==> src/rtl/reg_dump_reader_pkg.sv <==
// Shared definitions for the register-file dump reader: default geometry and FSM encoding.
package reg_dump_reader_pkg;

   localparam int unsigned DEF_ADDR = 5;
   localparam int unsigned DEF_SIZE = 32;

   typedef enum logic [1:0] {
      IDLE = 2'd0,
      READ = 2'd1,
      SEND = 2'd2,
      DONE = 2'd3
   } state_t;

endpackage

==> src/rtl/reg_dump_reader.sv <==
// Sweeps a register-file read port over [First_Addr..Last_Addr] (with wrap) and
// streams each word out over a valid/ready handshake.
module reg_dump_reader
   import reg_dump_reader_pkg::*;
#(
   parameter int unsigned ADDR = DEF_ADDR,
   parameter int unsigned SIZE = DEF_SIZE
) (
   input  logic            Clk,
   input  logic            Clr,
   input  logic            Start,
   input  logic            Abort,
   input  logic [ADDR-1:0] First_Addr,
   input  logic [ADDR-1:0] Last_Addr,
   output logic [ADDR-1:0] R_Addr,
   input  logic [SIZE-1:0] R_Data,
   output logic            Out_Valid,
   input  logic            Out_Ready,
   output logic [ADDR-1:0] Out_Addr,
   output logic [SIZE-1:0] Out_Data,
   output logic            Busy,
   output logic            Done,
   output logic [ADDR:0]   Words_Sent
);

   state_t          state_q, state_n;
   logic [ADDR-1:0] last_q, last_n;
   logic            abort_q, abort_n;
   logic [ADDR-1:0] r_addr_n;
   logic            out_valid_n;
   logic [ADDR-1:0] out_addr_n;
   logic [SIZE-1:0] out_data_n;
   logic            busy_n;
   logic            done_n;
   logic [ADDR:0]   words_n;

   // Next-state and next-output logic; every register holds unless a state says otherwise.
   always_comb begin
      state_n     = state_q;
      last_n      = last_q;
      abort_n     = abort_q;
      r_addr_n    = R_Addr;
      out_valid_n = Out_Valid;
      out_addr_n  = Out_Addr;
      out_data_n  = Out_Data;
      words_n     = Words_Sent;

      case (state_q)
         IDLE: begin
            r_addr_n = '0;
            if (Start) begin
               last_n   = Last_Addr;
               r_addr_n = First_Addr;
               words_n  = '0;
               abort_n  = 1'b0;
               state_n  = READ;
            end
         end
         READ: begin
            if (Abort) begin
               state_n = DONE;
            end else begin
               out_data_n  = R_Data;
               out_addr_n  = R_Addr;
               out_valid_n = 1'b1;
               state_n     = SEND;
            end
         end
         SEND: begin
            // Abort is only remembered here; the presented word always completes.
            if (Abort) abort_n = 1'b1;
            if (Out_Valid && Out_Ready) begin
               out_valid_n = 1'b0;
               words_n     = Words_Sent + (ADDR+1)'(1);
               if ((R_Addr == last_q) || abort_q || Abort) begin
                  state_n = DONE;
               end else begin
                  r_addr_n = R_Addr + ADDR'(1);
                  state_n  = READ;
               end
            end
         end
         DONE: begin
            r_addr_n = '0;
            abort_n  = 1'b0;
            state_n  = IDLE;
         end
         default: state_n = IDLE;
      endcase

      busy_n = (state_n != IDLE);
      done_n = (state_n == DONE);
   end

   always_ff @(posedge Clk or posedge Clr) begin
      if (Clr) begin
         state_q    <= IDLE;
         last_q     <= '0;
         abort_q    <= 1'b0;
         R_Addr     <= '0;
         Out_Valid  <= 1'b0;
         Out_Addr   <= '0;
         Out_Data   <= '0;
         Busy       <= 1'b0;
         Done       <= 1'b0;
         Words_Sent <= '0;
      end else begin
         state_q    <= state_n;
         last_q     <= last_n;
         abort_q    <= abort_n;
         R_Addr     <= r_addr_n;
         Out_Valid  <= out_valid_n;
         Out_Addr   <= out_addr_n;
         Out_Data   <= out_data_n;
         Busy       <= busy_n;
         Done       <= done_n;
         Words_Sent <= words_n;
      end
   end

endmodule

==> config.mk <==
export PLATFORM = sky130hd
export DESIGN_NAME = reg_dump_reader
export DESIGN_NICKNAME = d
export VERILOG_FILES = /design/src/rtl/reg_dump_reader_pkg.sv /design/src/rtl/reg_dump_reader.sv
export SDC_FILE = /design/constraint.sdc
export NUM_CORES = 1
export LEC_CHECK = 0
export BUFFER_PORTS_ARGS = -buffer_cell sky130_fd_sc_hd__buf_2
export CORE_UTILIZATION = 50
export CTS_BUF_LIST = sky130_fd_sc_hd__clkbuf_4 sky130_fd_sc_hd__clkbuf_8
export CTS_CLUSTER_DIAMETER = 100
export DETAILED_ROUTE_END_ITERATION = 7
export PLACE_DENSITY = 0.79
export SLEW_MARGIN = 30
export SYNTH_ARGS = -nofsm -noshare
export SYNTH_HDL_FRONTEND = slang
export SYNTH_SLANG_ARGS = --single-unit
==> constraint.sdc <==
create_clock -name Clk -period 1.99 [get_ports Clk]
set_input_delay 0.398 -clock Clk [delete_from_list [all_inputs] [get_ports Clk]]
set_output_delay 0.398 -clock Clk [all_outputs]
set_load 0.02 [all_outputs]
==> impl_metrics.ini <==
[clock_network]
clockRootBuffer = clkbuf_8
ctsHoldBuffers = 0
h-tree-depth = 3
clkLatencyLatePin_ns = 0.33
cts.sinks = 59
cts.clk_slew.worst_paths_ns = 0.06
cts_inserted_buffers = 9
cts_tree = built
post-cts-setup-buffer-count = 0
post_cts_resized = 0
clockBufferDepth = 2

[yosys]
synth_fp_nets = 250
yosys.area.top_type = dfrtp_1
synthTopCellsByCount = 59 x dfrtp_1, 37 x mux2_2, 20 x nand2_1
syn_area_sq_um = 2580
async_flop_share_pct = 100
yosysSeqAreaShare_pct = 57.1
synth_cell_types = 43
synth_top_area_share_pct = 57.1
synthCells = 201
yosysWarnings = 0
synth_edf_count = 0
synthFlopType = dfrtp_1
yosysMostFrequentCell = dfrtp_1
syn_avg_cell_area_sq_um = 12.9
synth_seq_cells = 59
synth_area_leaders = dfrtp_1 57%, mux2_2 16%, nand2_1 2.9%

[global_routing]
grt_use_total_pct = 21.3
grt_pass1_vias = 1993
antenna_found_initial = 0
grt_overflow = 0
grt_max_degree = 60
grt_pass1_wl_microns = 8550

[worst_setup_path]
cp.arrival_ns = 1.97
timing.rr.start = state_q[0]$_DFF_PP0_
end_kind = register
rrSetupSlack_ns = 0.24
cp_top_family = simple AND/OR/NAND/NOR gates
max_stage_delay_ns = 0.44
critical_path.max_fanout = 7
r2r-end = R_Addr[1]$_DFFE_PP0P_
start_kind = register
cp.required_ns = 2.21
worstPathCellList = nand2b_1, or3_4, o211ai_4, mux2_4
critPathKind = reg2reg
critical_path.startpoint = state_q[0]$_DFF_PP0_
cp.buffers_inverters = 0
slowest_stage = or3_4
reg2reg_depth = 4

[finish]
fillCellCount = 358
finish.utilization_pct = 69.9
diodes = 0
design_area_sq_um = 3390
multiInputGateArea_sq_um = 1040
seqCellArea_sq_um = 1480
area_growth_pct = 31.0
nets = 359
layout-drive-gt1-share_pct = 53.4

[placement]
gp_congestion = 0.858
placed_area_sq_um = 3200
dp_slack_ns = 0.247
hpwl_microns = 3900
port_buffers = 97

[hold_path]
hp-class = in2async

[timing]
setup-violations-final = 0
worstMarginPinSlew_ns = 0.367
fmax_mhz = 570
timing.hold.ws_ns = 0.108
finalMaxSlewViolations = 0
hold_viol = 0
rsz0062_at_grt = false
finalSetupTns_ns = 0
slew-limit-headroom_pct = 75.5
fin_crit_ns = 1.75
period_share_pct = 88.1
setup_slack_ns = 0.237
finClkSkew_ns = 0.00728

[route]
wl_microns = 5350
post_drt_wl_per_cell_microns = 14.1
firstDrtPassIters = 4
num_vias = 1970
highest_layer = met4
dr_wl_met3_microns = 394
wl_met2_microns = 2540
via_per_inst = 5.18
m1WireLength_microns = 2310
antenna_left = 0
drc = 0
first_iter_violations = 126

[die]
rows = 25
dieHeight_microns = 73.9
dieArea_sq_um = 5460
core-area_sq_um = 4850
die_w_microns = 73.9
io_pins = 98
start_util_pct = 53.3

[power_and_ir_drop]
powerDensity_nw_per_um2 = 1660
clockPowerShare_pct = 17.9
ir_drop_uv = 920
power_frac_comb_pct = 45.6
seqPwrFrac_pct = 36.4
p_int_uw = 3410
switching_power_uw = 2200
p_sw_share_pct = 39.2
leakage_uw = 0.00169

[outcome]
status = finished clean

[run]
max_cap_viol_count = 0
-- stage by stage --
step | power (uW) | instances
3_3_place_gp | 4540 | 366
5_1_grt | 5970 | 380
4_1_cts | 5670 | 380
6_report | 5610 | 380
2_1_floorplan | 3810 | 201
3_5_place_dp | 4630 | 366
-- power by group through the flow --
stage	combinational [uW]	clock [uW]	sequential, uW
2_1_floorplan	1190	0	2610
3_5_place_dp	2570	0	2060
3_3_place_gp	2500	0	2040
4_1_cts	2580	1040	2050
6_report	2560	1010	2040
5_1_grt	2780	1070	2120
-- worst max-delay path by stage --
stage                                        to  slack [ns]  depth (start not counted)
after floorplan                  Busy$_DFF_PP0_        0.14                          1
after global placement    R_Addr[1]$_DFFE_PP0P_        0.29                          4
after detailed placement  R_Addr[1]$_DFFE_PP0P_        0.25                          4
after CTS                 R_Addr[1]$_DFFE_PP0P_        0.24                          4
after global routing      R_Addr[1]$_DFFE_PP0P_        0.18                          4
final                     R_Addr[1]$_DFFE_PP0P_        0.24                          4
-- routing by layer --
| metal | track usage, % | up-vias |
|---|---|---|
| li1 | - | 931 |
| met1 | 25.8 | 940 |
| met2 | 33.3 | 84 |
| met3 | 8.23 | 15 |
| met4 | 10.5 | 0 |
| met5 | 0 | - |
-- placed cells by master (no fill, tap or decap), types with 3 or more instances in the layout --
cell type and n:
clkbuf_8 13, a211oi_1 3, xor2_1 3, nand3_1 4
buf_4 8, dfrtp_1 59, inv_1 4, buf_2 97
nand2_1 20, o21ai_0 4, nor2_1 7, mux2_2 37
a21oi_1 8, xnor2_1 4
-- logic make-up after synthesis --
| family | after synthesis | synth area share [%] |
|---|---|---|
| buf+inv | 14 | 3.10 |
| simple gates | 49 | 9.68 |
| fa+ha+maj | 2 | 0.968 |
| compound gates | 30 | 9.29 |
| mux | 40 | 17.5 |
| xor+xnor | 7 | 2.37 |
| flops | 59 | 57.1 |
-- registers in the layout, indices dropped and copies added (netlist names) --
register	count
Words_Sent	6
R_Addr	5
Done	1
Busy	1
Out_Addr	5
Out_Data	32
state_q	2
abort_q	1
Out_Valid	1
last_q	5
-- worst register-to-register path: cells and delay by family (launching register included) --
kind / cells / cell delay (ns)
mux: 1 / 0.32
flops: 1 / 0.42
compound gates: 1 / 0.27
simple gates: 2 / 0.64
-- final cells by class --
class | count | area share, %
Multi-Input combinational cell | 128 | 30.6
Tap cell | 67 | 2.48
Clock inverter | 1 | 0.222
Timing Repair Buffer | 107 | 17.3
Inverter | 5 | 0.554
Sequential cell | 59 | 43.6
Clock buffer | 13 | 5.28
(Power assumes the default switching activity.)
